$ cat config.mk
export PLATFORM = sky130hd
export DESIGN_NAME = branch_predictor_gshare_flat
export DESIGN_NICKNAME = d
export VERILOG_FILES = /design/src/rtl/branch_predictor_gshare_if.sv /design/src/rtl/branch_predictor_gshare.sv /design/src/flat_wrapper.sv
export SDC_FILE = /design/constraint.sdc
export NUM_CORES = 1
export LEC_CHECK = 0
export CAP_MARGIN = 10
export CORE_MARGIN = 1
export CORE_UTILIZATION = 60
export DETAILED_ROUTE_END_ITERATION = 6
export PLACE_DENSITY_LB_ADDON = 0.1
export SKIP_LAST_GASP = 1
export SLEW_MARGIN = 0
export SYNTH_ARGS = -nofsm -noshare
export SYNTH_HDL_FRONTEND = slang
export SYNTH_SLANG_ARGS = --single-unit
$ cat constraint.sdc
create_clock -name clk -period 4.7 [get_ports clk]
set_input_delay 0.94 -clock clk [delete_from_list [all_inputs] [get_ports clk]]
set_output_delay 0.94 -clock clk [all_outputs]
set_load 0.02 [all_outputs]
$ cat src/rtl/branch_predictor_gshare_if.sv
// Fetch-query, commit-update and statistics signals between IF/ROB and the branch predictor.
// The master side (IF/ROB) drives queries and updates; the predictor is the slave.
interface branch_predictor_gshare_if #(
    parameter int GHR_BITS  = 8,
    parameter int STAT_BITS = 32
);
    logic                 rdy;
    logic                 q_valid;
    logic [31:0]          q_pc;
    logic [31:0]          q_inst;
    logic                 pred_taken;
    logic [31:0]          pred_imm;
    logic [GHR_BITS-1:0]  pred_ghr;
    logic                 upd_valid;
    logic [31:0]          upd_pc;
    logic [GHR_BITS-1:0]  upd_ghr;
    logic                 upd_taken;
    logic                 upd_mispredict;
    logic [STAT_BITS-1:0] stat_branches;
    logic [STAT_BITS-1:0] stat_mispredicts;

    modport master (
        output rdy, q_valid, q_pc, q_inst,
        output upd_valid, upd_pc, upd_ghr, upd_taken, upd_mispredict,
        input  pred_taken, pred_imm, pred_ghr, stat_branches, stat_mispredicts
    );

    modport slave (
        input  rdy, q_valid, q_pc, q_inst,
        input  upd_valid, upd_pc, upd_ghr, upd_taken, upd_mispredict,
        output pred_taken, pred_imm, pred_ghr, stat_branches, stat_mispredicts
    );
endinterface

$ cat src/rtl/branch_predictor_gshare.sv
// Gshare/bimodal branch predictor: same-cycle prediction and immediate for IF,
// speculative global history with commit-time recovery, saturating-counter PHT and statistics.
module branch_predictor_gshare #(
    parameter int PHT_ENTRIES = 256,
    parameter int CNT_BITS    = 2,
    parameter int CNT_INIT    = 1,
    parameter int GHR_BITS    = 8,
    parameter int USE_GSHARE  = 1,
    parameter int STAT_BITS   = 32
) (
    input logic                     clk,
    input logic                     rst,
    branch_predictor_gshare_if.slave bp
);
    localparam int IDX_BITS = $clog2(PHT_ENTRIES);
    localparam logic [6:0] OP_JAL    = 7'b1101111;
    localparam logic [6:0] OP_BRANCH = 7'b1100011;
    localparam logic [CNT_BITS-1:0] CNT_MAX = '1;
    localparam logic [CNT_BITS-1:0] CNT_RST = CNT_BITS'(CNT_INIT);

    logic [CNT_BITS-1:0]  pht_q [PHT_ENTRIES];
    logic [GHR_BITS-1:0]  ghr_q, ghr_d;
    logic [STAT_BITS-1:0] br_q, br_d;
    logic [STAT_BITS-1:0] mp_q, mp_d;

    logic [IDX_BITS-1:0]  q_idx, u_idx;
    logic [CNT_BITS-1:0]  q_cnt, u_cnt, u_cnt_d;
    logic                 is_jal, is_br, pred_taken;
    logic [31:0]          imm_j, imm_b;
    logic                 unused_bits;

    function automatic logic [IDX_BITS-1:0] pht_index(input logic [31:0] pc,
                                                      input logic [GHR_BITS-1:0] ghr);
        logic [IDX_BITS-1:0] base;
        base = pc[IDX_BITS+1:2];
        if (USE_GSHARE != 0) return base ^ IDX_BITS'(ghr);
        return base;
    endfunction

    always_comb begin
        is_jal     = (bp.q_inst[6:0] == OP_JAL);
        is_br      = (bp.q_inst[6:0] == OP_BRANCH);
        q_idx      = pht_index(bp.q_pc, ghr_q);
        u_idx      = pht_index(bp.upd_pc, bp.upd_ghr);
        q_cnt      = pht_q[q_idx];
        u_cnt      = pht_q[u_idx];
        pred_taken = bp.q_valid && (is_jal || (is_br && q_cnt[CNT_BITS-1]));
        imm_j      = {{12{bp.q_inst[31]}}, bp.q_inst[19:12], bp.q_inst[20],
                      bp.q_inst[30:21], 1'b0};
        imm_b      = {{20{bp.q_inst[31]}}, bp.q_inst[7], bp.q_inst[30:25],
                      bp.q_inst[11:8], 1'b0};
    end

    assign bp.pred_taken       = pred_taken;
    assign bp.pred_imm         = is_jal ? imm_j : imm_b;
    assign bp.pred_ghr         = ghr_q;
    assign bp.stat_branches    = br_q;
    assign bp.stat_mispredicts = mp_q;

    always_comb begin
        if (bp.upd_taken) u_cnt_d = (u_cnt == CNT_MAX) ? u_cnt : u_cnt + 1'b1;
        else              u_cnt_d = (u_cnt == '0)      ? u_cnt : u_cnt - 1'b1;
    end

    // A mispredict flushes the fetch path, so recovery wins over the speculative shift.
    always_comb begin
        ghr_d = ghr_q;
        br_d  = br_q;
        mp_d  = mp_q;
        if (bp.rdy) begin
            if (bp.upd_valid && bp.upd_mispredict)
                ghr_d = (bp.upd_ghr << 1) | GHR_BITS'(bp.upd_taken);
            else if (bp.q_valid && is_br)
                ghr_d = (ghr_q << 1) | GHR_BITS'(pred_taken);
            if (bp.upd_valid) begin
                if (br_q != '1) br_d = br_q + 1'b1;
                if (bp.upd_mispredict && mp_q != '1) mp_d = mp_q + 1'b1;
            end
        end
    end

    always_ff @(posedge clk) begin
        if (rst) begin
            for (int i = 0; i < PHT_ENTRIES; i++) pht_q[i] <= CNT_RST;
            ghr_q <= '0;
            br_q  <= '0;
            mp_q  <= '0;
        end else begin
            ghr_q <= ghr_d;
            br_q  <= br_d;
            mp_q  <= mp_d;
            if (bp.rdy && bp.upd_valid) pht_q[u_idx] <= u_cnt_d;
        end
    end

    assign unused_bits = ^{bp.q_pc[31:IDX_BITS+2], bp.q_pc[1:0],
                           bp.upd_pc[31:IDX_BITS+2], bp.upd_pc[1:0],
                           bp.upd_ghr[GHR_BITS-1]};
endmodule

$ cat src/flat_wrapper.sv
// flat-port wrapper written by rule: the top's interface ports become plain ports
module branch_predictor_gshare_flat 
#(
    parameter int PHT_ENTRIES = 256,
    parameter int CNT_BITS    = 2,
    parameter int CNT_INIT    = 1,
    parameter int GHR_BITS    = 8,
    parameter int USE_GSHARE  = 1,
    parameter int STAT_BITS   = 32
)
  (clk, rst, bp_rdy, bp_q_valid, bp_q_pc, bp_q_inst, bp_upd_valid, bp_upd_pc, bp_upd_ghr, bp_upd_taken, bp_upd_mispredict, bp_pred_taken, bp_pred_imm, bp_pred_ghr, bp_stat_branches, bp_stat_mispredicts);
  branch_predictor_gshare_if #(.GHR_BITS(GHR_BITS), .STAT_BITS(STAT_BITS)) bp_i ();
  input logic clk;
  input logic rst;
  input wire logic [$bits(bp_i.rdy)-1:0] bp_rdy;
  input wire logic [$bits(bp_i.q_valid)-1:0] bp_q_valid;
  input wire logic [$bits(bp_i.q_pc)-1:0] bp_q_pc;
  input wire logic [$bits(bp_i.q_inst)-1:0] bp_q_inst;
  input wire logic [$bits(bp_i.upd_valid)-1:0] bp_upd_valid;
  input wire logic [$bits(bp_i.upd_pc)-1:0] bp_upd_pc;
  input wire logic [$bits(bp_i.upd_ghr)-1:0] bp_upd_ghr;
  input wire logic [$bits(bp_i.upd_taken)-1:0] bp_upd_taken;
  input wire logic [$bits(bp_i.upd_mispredict)-1:0] bp_upd_mispredict;
  output wire logic [$bits(bp_i.pred_taken)-1:0] bp_pred_taken;
  output wire logic [$bits(bp_i.pred_imm)-1:0] bp_pred_imm;
  output wire logic [$bits(bp_i.pred_ghr)-1:0] bp_pred_ghr;
  output wire logic [$bits(bp_i.stat_branches)-1:0] bp_stat_branches;
  output wire logic [$bits(bp_i.stat_mispredicts)-1:0] bp_stat_mispredicts;
  assign bp_i.rdy = bp_rdy;
  assign bp_i.q_valid = bp_q_valid;
  assign bp_i.q_pc = bp_q_pc;
  assign bp_i.q_inst = bp_q_inst;
  assign bp_i.upd_valid = bp_upd_valid;
  assign bp_i.upd_pc = bp_upd_pc;
  assign bp_i.upd_ghr = bp_upd_ghr;
  assign bp_i.upd_taken = bp_upd_taken;
  assign bp_i.upd_mispredict = bp_upd_mispredict;
  assign bp_pred_taken = bp_i.pred_taken;
  assign bp_pred_imm = bp_i.pred_imm;
  assign bp_pred_ghr = bp_i.pred_ghr;
  assign bp_stat_branches = bp_i.stat_branches;
  assign bp_stat_mispredicts = bp_i.stat_mispredicts;
  branch_predictor_gshare #(.PHT_ENTRIES(PHT_ENTRIES), .CNT_BITS(CNT_BITS), .CNT_INIT(CNT_INIT), .GHR_BITS(GHR_BITS), .USE_GSHARE(USE_GSHARE), .STAT_BITS(STAT_BITS)) u_core (.clk(clk), .rst(rst), .bp(bp_i));
endmodule
# Word-level counts from Yosys, hierarchy flattened
# Memory sizes are Yosys's and may differ from the RTL's.
# Index checks and enable logic that the tools add are counted.
# word_totals
regBits,72
ram_bits,512
in_bits,111
output_inout_bits,105
elab_cells,44
mem_count,1
# mem_list
memory,depth,word_bits,rd,rd_clocked_by_memory_dff,write_ports,line_no,rtl
u_core.pht_q,256,2,2,0,256,branch_predictor_gshare.sv:21,logic [CNT_BITS-1:0] pht_q [PHT_ENTRIES];
# classes
add_sub_neg,4
n_eq_ne,5
muxes,14
bitwise_logic,4
reduce_logical,13
# op_table
op,count
$add 32x1->32 const B,2
$ne 32x32->1 const B,2
$mux 8,3
$mux 20,1
$or 8x1->8,2
$xor 8x8->8,2
$eq 7x7->1 const B,2
$mux 2,4
$logic_and 1x1->1,6
$mux 1,6
$reduce_and 3->1,2
$add 2x1->2 const B,1
$eq 2x2->1 const B,1
$logic_not 2->1,1
$reduce_and 2->1,1
$reduce_bool 2->1,1
$reduce_or 2->1,1
$sub 2x1->2 const B,1
$logic_or 1x1->1,1

# Longest topological paths before layout
# Gate-level depths: netlist of the first run.
# An unclocked memory read counts as a cell.
# logic_depth
depth_word,8
depth_mapped,14

# Worst setup path after synthesis of the first run
# Ideal clock, no wire load.
# synth_path
path_kind,input -> output
start,input port bp_q_pc[3]
end,output port bp_pred_taken
arrival_ns,3.536
t_required_ns,3.760
slack_ns,0.224
path_stages,11
n_path_buf,3
path_cell_list,xor2_1 buf_6 buf_6 buf_4 nor2_1 o21ai_0 o2111ai_1 o2111ai_1 o311ai_0 or4b_2 a31oi_1
# synth_between
elab_chain_len,5
# synth_lines
item,line_no,rtl
from (decl),flat_wrapper.sv:17,input wire logic [$bits(bp_i.q_pc)-1:0] bp_q_pc;
$xor 8x8->8,branch_predictor_gshare.sv:36,if (USE_GSHARE != 0) return base ^ IDX_BITS'(ghr);
$mem_v2 256x2,--,
$logic_and 1x1->1,branch_predictor_gshare.sv:47,pred_taken = bp.q_valid && (is_jal || (is_br && q_cnt[CNT_BITS-1]));
$logic_or 1x1->1,branch_predictor_gshare.sv:47,
$logic_and 1x1->1,branch_predictor_gshare.sv:47,
to (decl),flat_wrapper.sv:24,output wire logic [$bits(bp_i.pred_taken)-1:0] bp_pred_taken;
# Every way passes these cells.

# Worst setup path in the final report of the first run
# layout_path
start,input port bp_q_pc[2]
end,output port bp_pred_taken
# Same word-level chain as after synthesis.

==> results.cfg, run 1 <==
[outcome]
status = finished, violations left
violations = design-rule violations, negative setup slack

[run]
drv_cap = 0

[logic_synthesis]
synth-seq-cells = 584
synth.avg_cell_area_um2 = 12.4
synthesis.nets = 2739
synth-main-ff-cell = edfxtp_1
synth_cell_types = 62
synth-edff-count = 512
ys_seq_area_frac = 0.516
ys_warn_count = 0
syn_inst = 2626
netlist_area_um2 = 32600
synthArstFlopShare = 0

[sta]
grt_setup_unrepaired = yes
skew_ns = 0.0384
worstMarginPinSlew_ns = 1.25
finalSetupTns_ns = -0.0611
maxSlewHeadroom = 0.162
period_share = 1.01
fmax_mhz = 210
fin_ws_ns = -0.0611
setup_violations = 1
hold_violations = 0
slew_viol_final = 0
min_period_ns = 4.76

[worst_setup_path]
cp_max_fo = 6
worst_ep_arrival_time_ns = 3.82
crit_path_end = bp_pred_taken
r2r_setup_slack_ns = 1.23
critPathKind = in -> out
worstPathRequired_ns = 3.76
cp-start-kind = input port
crit_start = bp_q_pc[2]
reg2regPathDepth = 10
r2r_end = u_core.pht_q[98][0]
r2r-start = u_core.pht_q[60][1]
worst_setup_path_end_kind = output port

[layout]
syn_to_final_growth_pct = 19.7
drive_above_1_share = 0.311
final_cell_mix = edfxtp_1 (512), nand3_1 (289), buf_4 (276)
fin_area_um2 = 39000
final_common_cell = edfxtp_1
nNetsFinal = 2997

[routing]
wire_per_inst_um = 33.6
drt-total-wl_mm = 122
postRouteAntennaNets = 0
topRoutingLayerUsed = met4
drc = 2
wl_met3_mm = 18.1
wl_met2_mm = 53.1
dr_total_vias = 26300
m1WireLength_mm = 42.5
firstDrtPassIters = 7
drtIter0Drc = 3795
viasPerCell = 7.24

[power]
power_density_nw_per_um2 = 357
power_frac_seq = 0.419
power_frac_comb = 0.226
ir_worst_vdd_mv = 0.337
power.leakage_nw = 12.9
pwr-share-clk = 0.355
switchingPower_w = 0.00420
switching_share = 0.301
p_int_w = 0.00974

[min_path]
worstHoldStart = u_core.bp.stat_mispredicts[21]
min-delay-path-class = reg -> reg

[floorplan]
num_rows = 85
top_level_ports = 216
die-area_um2 = 55300
initial_utilization = 0.607
core_um2 = 53700
fp.dieH_um = 235
die_w_um = 235

[cts]
cts.clk_slew.worst_paths_ns = 0.06
cts_root_buffer = clkbuf_16
clock_sinks = 584
clk_latency_ns = 0.68
clockBufferDepth = 3
cts_tree = done
htree_levels = 2
numCtsBuffers = 59

[grt]
track_usage = 0.439
grt_max_degree = 178
grt_pass1_vias = 25200
grt_first_pass_wirelength_mm = 174
overflow = 0
antenna_found_initial = 0

[place]
place_area_um2 = 36800
place_ws_ns = -1.13
portBuffers = 154
dp_hpwl_mm = 84.8
gp_congestion = 1.09
[Yosys cell counts, drive strengths merged (4+ instances only)]
cell type / number / area [um2]
o21ai: 15 / 75.1
nand2b: 14 / 87.6
nor4: 7 / 43.8
mux2: 6 / 67.6
nor3: 261 / 2460
nand3: 289 / 1450
xnor2: 32 / 280
edfxtp: 512 / 15400
buf: 113 / 932
clkbuf: 182 / 683
o22ai: 6 / 37.5
or2: 6 / 37.5
xor2: 54 / 473
nand2: 208 / 781
a311oi: 10 / 87.6
o41ai: 4 / 35.0
o211ai: 7 / 52.6
mux4: 181 / 4080
nor2: 189 / 709
a21o: 212 / 1590
and3: 12 / 75.1
a32oi: 8 / 70.1
o2111ai: 6 / 52.6
inv: 4 / 15.0
a2111oi: 5 / 43.8
and4: 14 / 123
dfxtp: 72 / 1440
mux2i: 22 / 220
or3: 6 / 37.5
a22oi: 15 / 113
a21oi: 23 / 115
a31oi: 11 / 68.8
nand4: 51 / 319
o21bai: 33 / 248
and2: 4 / 25.0
[worst min path at each step]
stage	depth (start not counted)	end
detailed placement	2	u_core.bp.stat_mispredicts[21]
global placement	2	u_core.bp.stat_branches[30]
global route	2	u_core.bp.stat_branches[30]
floorplan	2	u_core.bp.stat_mispredicts[21]
finish	2	u_core.bp.stat_mispredicts[21]
CTS	2	u_core.bp.stat_mispredicts[21]
[routing by layer]
metal,vias to the layer above,track usage
met5,-,0
met4,0,0.253
met3,471,0.129
met2,2228,0.642
met1,13000,0.588
li1,10600,-
[critical path, cell delays in order]
cell	delay, ns
clkbuf_4	0.17
xor2_4	0.18
buf_12	0.17
mux4_2	0.52
mux4_2	0.58
a211oi_2	0.24
nor3_1	0.11
o41ai_2	0.45
buf_4	0.19
a31oi_2	0.10
buf_4	0.18
[sequential cells by signal, summed over array words and instances (netlist names)]
name                        cells
u_core.pht_q                  512
u_core.bp.stat_mispredicts     32
u_core.bp.stat_branches        32
u_core.bp.pred_ghr              8
[what timing repair did]
action	CTS	global route
endpoints found under the hold margin	0	0
endpoints found under the setup margin	62	218
pin swaps	5	8
setup buffers	3	7
hold buffers	0	0
gates resized for setup	30	18
[power groups by stage]
stage,Clock [W],Sequential (W),Combinational [W]
after floorplan,0,0.00588,0.00183
after global placement,0,0.00593,0.00298
after detailed placement,0,0.00593,0.00300
after CTS,0.00494,0.00582,0.00304
after global routing,0.00513,0.00583,0.00323
final,0.00495,0.00584,0.00314
[cell type report]
type	instances	area, um2
clock inverter	34	375
antenna	2	5.00
timing repair buffer	492	4840
clock buffer	78	1640
tap	696	871
inverter	4	15.0
fill	3606	14700
sequential	584	16800
multi-input combinational	1743	14400
[stage by stage]
step	total power (W)	instances	util	hold WS, ns
finish	0.0139	3633	0.726	0.496
global route	0.0142	3631	0.726	0.536
CTS	0.0138	3624	0.724	0.501
detailed placement	0.00894	3509	0.685	0.492
global placement	0.00891	3509	0.685	0.490
floorplan	0.00771	2626	-	0.566
[kinds of logic after synthesis]
group	count (synthesis)	share of synthesized area
compound gates	375	0.0850
xor+xnor	86	0.0231
fa+ha+maj	4	0.00146
buf+inv	299	0.0500
flops	584	0.516
mux	209	0.134
other cells	1	0.000115
simple gates	1068	0.190
Note: power is estimated with default switching activity, not from simulation.
==> run 2, diff against run 1 <==
--- a/config.mk
+++ b/config.mk
@@ -5,10 +5,10 @@
 export SDC_FILE = /design/constraint.sdc
 export NUM_CORES = 1
 export LEC_CHECK = 0
-export CAP_MARGIN = 10
-export CORE_MARGIN = 1
+export CAP_MARGIN = 30
 export CORE_UTILIZATION = 60
 export DETAILED_ROUTE_END_ITERATION = 6
+export HOLD_SLACK_MARGIN = 0.12
 export PLACE_DENSITY_LB_ADDON = 0.1
 export SKIP_LAST_GASP = 1
 export SLEW_MARGIN = 0
==> results.cfg, run 2 (same netlist as run 1, synthesis figures left out) <==
[floorplan]
initial_utilization = 0.607
num_rows = 85
core_um2 = 53700
die-area_um2 = 55300
fp.dieH_um = 235
die_w_um = 235
top_level_ports = 216

[run]
drv_cap = 0

[worst_setup_path]
worst_ep_arrival_time_ns = 3.80
r2r_setup_slack_ns = 1.07
worstPathRequired_ns = 3.76
critPathKind = in -> out
worst_setup_path_end_kind = output port
crit_path_end = bp_pred_taken
r2r-start = u_core.pht_q[61][1]
r2r_end = u_core.pht_q[9][1]
cp_max_fo = 5
cp-start-kind = input port
reg2regPathDepth = 12
crit_start = bp_q_pc[2]

[sta]
hold_violations = 0
grt_setup_unrepaired = yes
finalSetupTns_ns = -0.0361
slew_viol_final = 0
min_period_ns = 4.74
maxSlewHeadroom = 0.316
period_share = 1.01
holdWs_ns = 0.498
fmax_mhz = 211
setup_violations = 1
fin_ws_ns = -0.0361
worstMarginPinSlew_ns = 1.03
skew_ns = 0.0349

[power]
power_density_nw_per_um2 = 354
power_frac_comb = 0.230
pwr-share-clk = 0.347
power.leakage_nw = 12.9
power_frac_seq = 0.423
p_int_w = 0.00962
switchingPower_w = 0.00418
switching_share = 0.303
ir_worst_vdd_mv = 0.308

[cts]
cts_tree = done
hold_buffers = 0
clk_latency_ns = 0.65
clockBufferDepth = 3
cts.clk_slew.worst_paths_ns = 0.06
cts_root_buffer = clkbuf_16
numCtsBuffers = 58
clock_sinks = 584
htree_levels = 2

[routing]
viasPerCell = 7.25
wire_per_inst_um = 33.8
drt-total-wl_mm = 123
firstDrtPassIters = 6
drtIter0Drc = 4053
dr_total_vias = 26300
postRouteAntennaNets = 0
drc = 0

[outcome]
violations = negative setup slack
status = finished, violations left

[grt]
track_usage = 0.439
antenna_found_initial = 5
grt_first_pass_wirelength_mm = 174
grt_max_degree = 178
overflow = 0
grt_pass1_vias = 24900

[place]
gp_congestion = 1.09
dp_hpwl_mm = 84.9
portBuffers = 154
dp.cells = 3510

[layout]
syn_to_final_growth_pct = 19.6
nNetsFinal = 2999
final_common_cell = edfxtp_1
diodes = 0
final_cell_mix = edfxtp_1 (512), nand3_1 (289), buf_4 (279)
register_area_um2 = 16800
largest-register = u_core.pht_q
multiInputGateArea_um2 = 14500
largest_reg_flops = 512
fillers = 3667
drive_above_1_share = 0.311
fin_cells = 3631
post-route-util = 0.726

[min_path]
whs_path_depth = 2
min-delay-path-class = reg -> reg
[run 2: cell count changes in the layout (fill, tap and decap cells not counted), sizes merged]
| cell | before | now |
|---|---|---|
| buf | 341 | 343 |
| bufinv | 6 | 5 |
| clkbuf | 80 | 74 |
| clkinv | 24 | 25 |
| clkinvlp | 2 | 5 |
| diode | 2 | 0 |
| dlygate4sd2 | 2 | 1 |
| dlymetal6s2s | 0 | 1 |
| maj3 | 2 | 3 |
[run 2: repair_timing]
item / 4_1_cts / 5_1_grt
buffers inserted: 4 / 7
endpoints found under the setup margin: 443 / 496
gates cloned: 0 / 2
hold endpoints to repair: 0 / 0
resized for setup: 27 / 20
pin swaps: 6 / 9
[run 2: area by class of cell]
cell class / instances / share of cell area
Clock buffer: 72 / 0.0407
Clock inverter: 37 / 0.00854
Inverter: 4 / 0.000385
Multi-Input combinational cell: 1744 / 0.371
Sequential cell: 584 / 0.432
Tap cell: 696 / 0.0223
Timing Repair Buffer: 494 / 0.125
[run 2: worst min path at each step]
stage | slack, ns | endpoint | from
after global routing | 0.54 | u_core.bp.stat_branches[30] | u_core.bp.stat_branches[30]
final | 0.50 | u_core.bp.stat_mispredicts[21] | u_core.bp.stat_mispredicts[21]
after global placement | 0.49 | u_core.bp.stat_branches[30] | u_core.bp.stat_branches[30]
after CTS | 0.50 | u_core.bp.stat_mispredicts[21] | u_core.bp.stat_mispredicts[21]
after floorplan | 0.57 | u_core.bp.stat_mispredicts[21] | u_core.bp.stat_mispredicts[21]
after detailed placement | 0.49 | u_core.bp.stat_mispredicts[21] | u_core.bp.stat_mispredicts[21]
[run 2: power by group through the flow]
stage,Clock [W],Sequential (W),Combinational (W)
6_report,0.00479,0.00584,0.00318
5_1_grt,0.00495,0.00583,0.00326
4_1_cts,0.00477,0.00582,0.00304
3_5_place_dp,0,0.00593,0.00301
3_3_place_gp,0,0.00593,0.00298
2_1_floorplan,0,0.00588,0.00183
[run 2: stage by stage]
stage          total power (W)  setup WS [ns]  cell area, um2
6_report                0.0138        -0.0361           39000
2_1_floorplan          0.00771          0.224           32600
3_5_place_dp           0.00894          -1.21           36800
4_1_cts                 0.0136         -0.134           38800
5_1_grt                 0.0141        -0.0229           39000
3_3_place_gp           0.00891          -1.17           36800
[run 2: critical path, cell delays in order]
cell	delay [ns]
buf_4	0.14
xor2_4	0.21
buf_12	0.16
mux4_2	0.50
mux4_2	0.60
a211oi_2	0.26
nor3_2	0.06
o41ai_2	0.43
buf_4	0.19
a31oi_2	0.11
buf_4	0.18
[run 2: metal layers]
layer / part of all wire / up-vias / wire (um) / global-route usage
li1: - / 10600 / - / -
met1: 0.34 / 13000 / 42200 / 0.573
met2: 0.44 / 2258 / 53400 / 0.651
met3: 0.15 / 524 / 18700 / 0.148
met4: 0.066 / 8 / 8120 / 0.236
met5: 0.00048 / - / 59 / 0
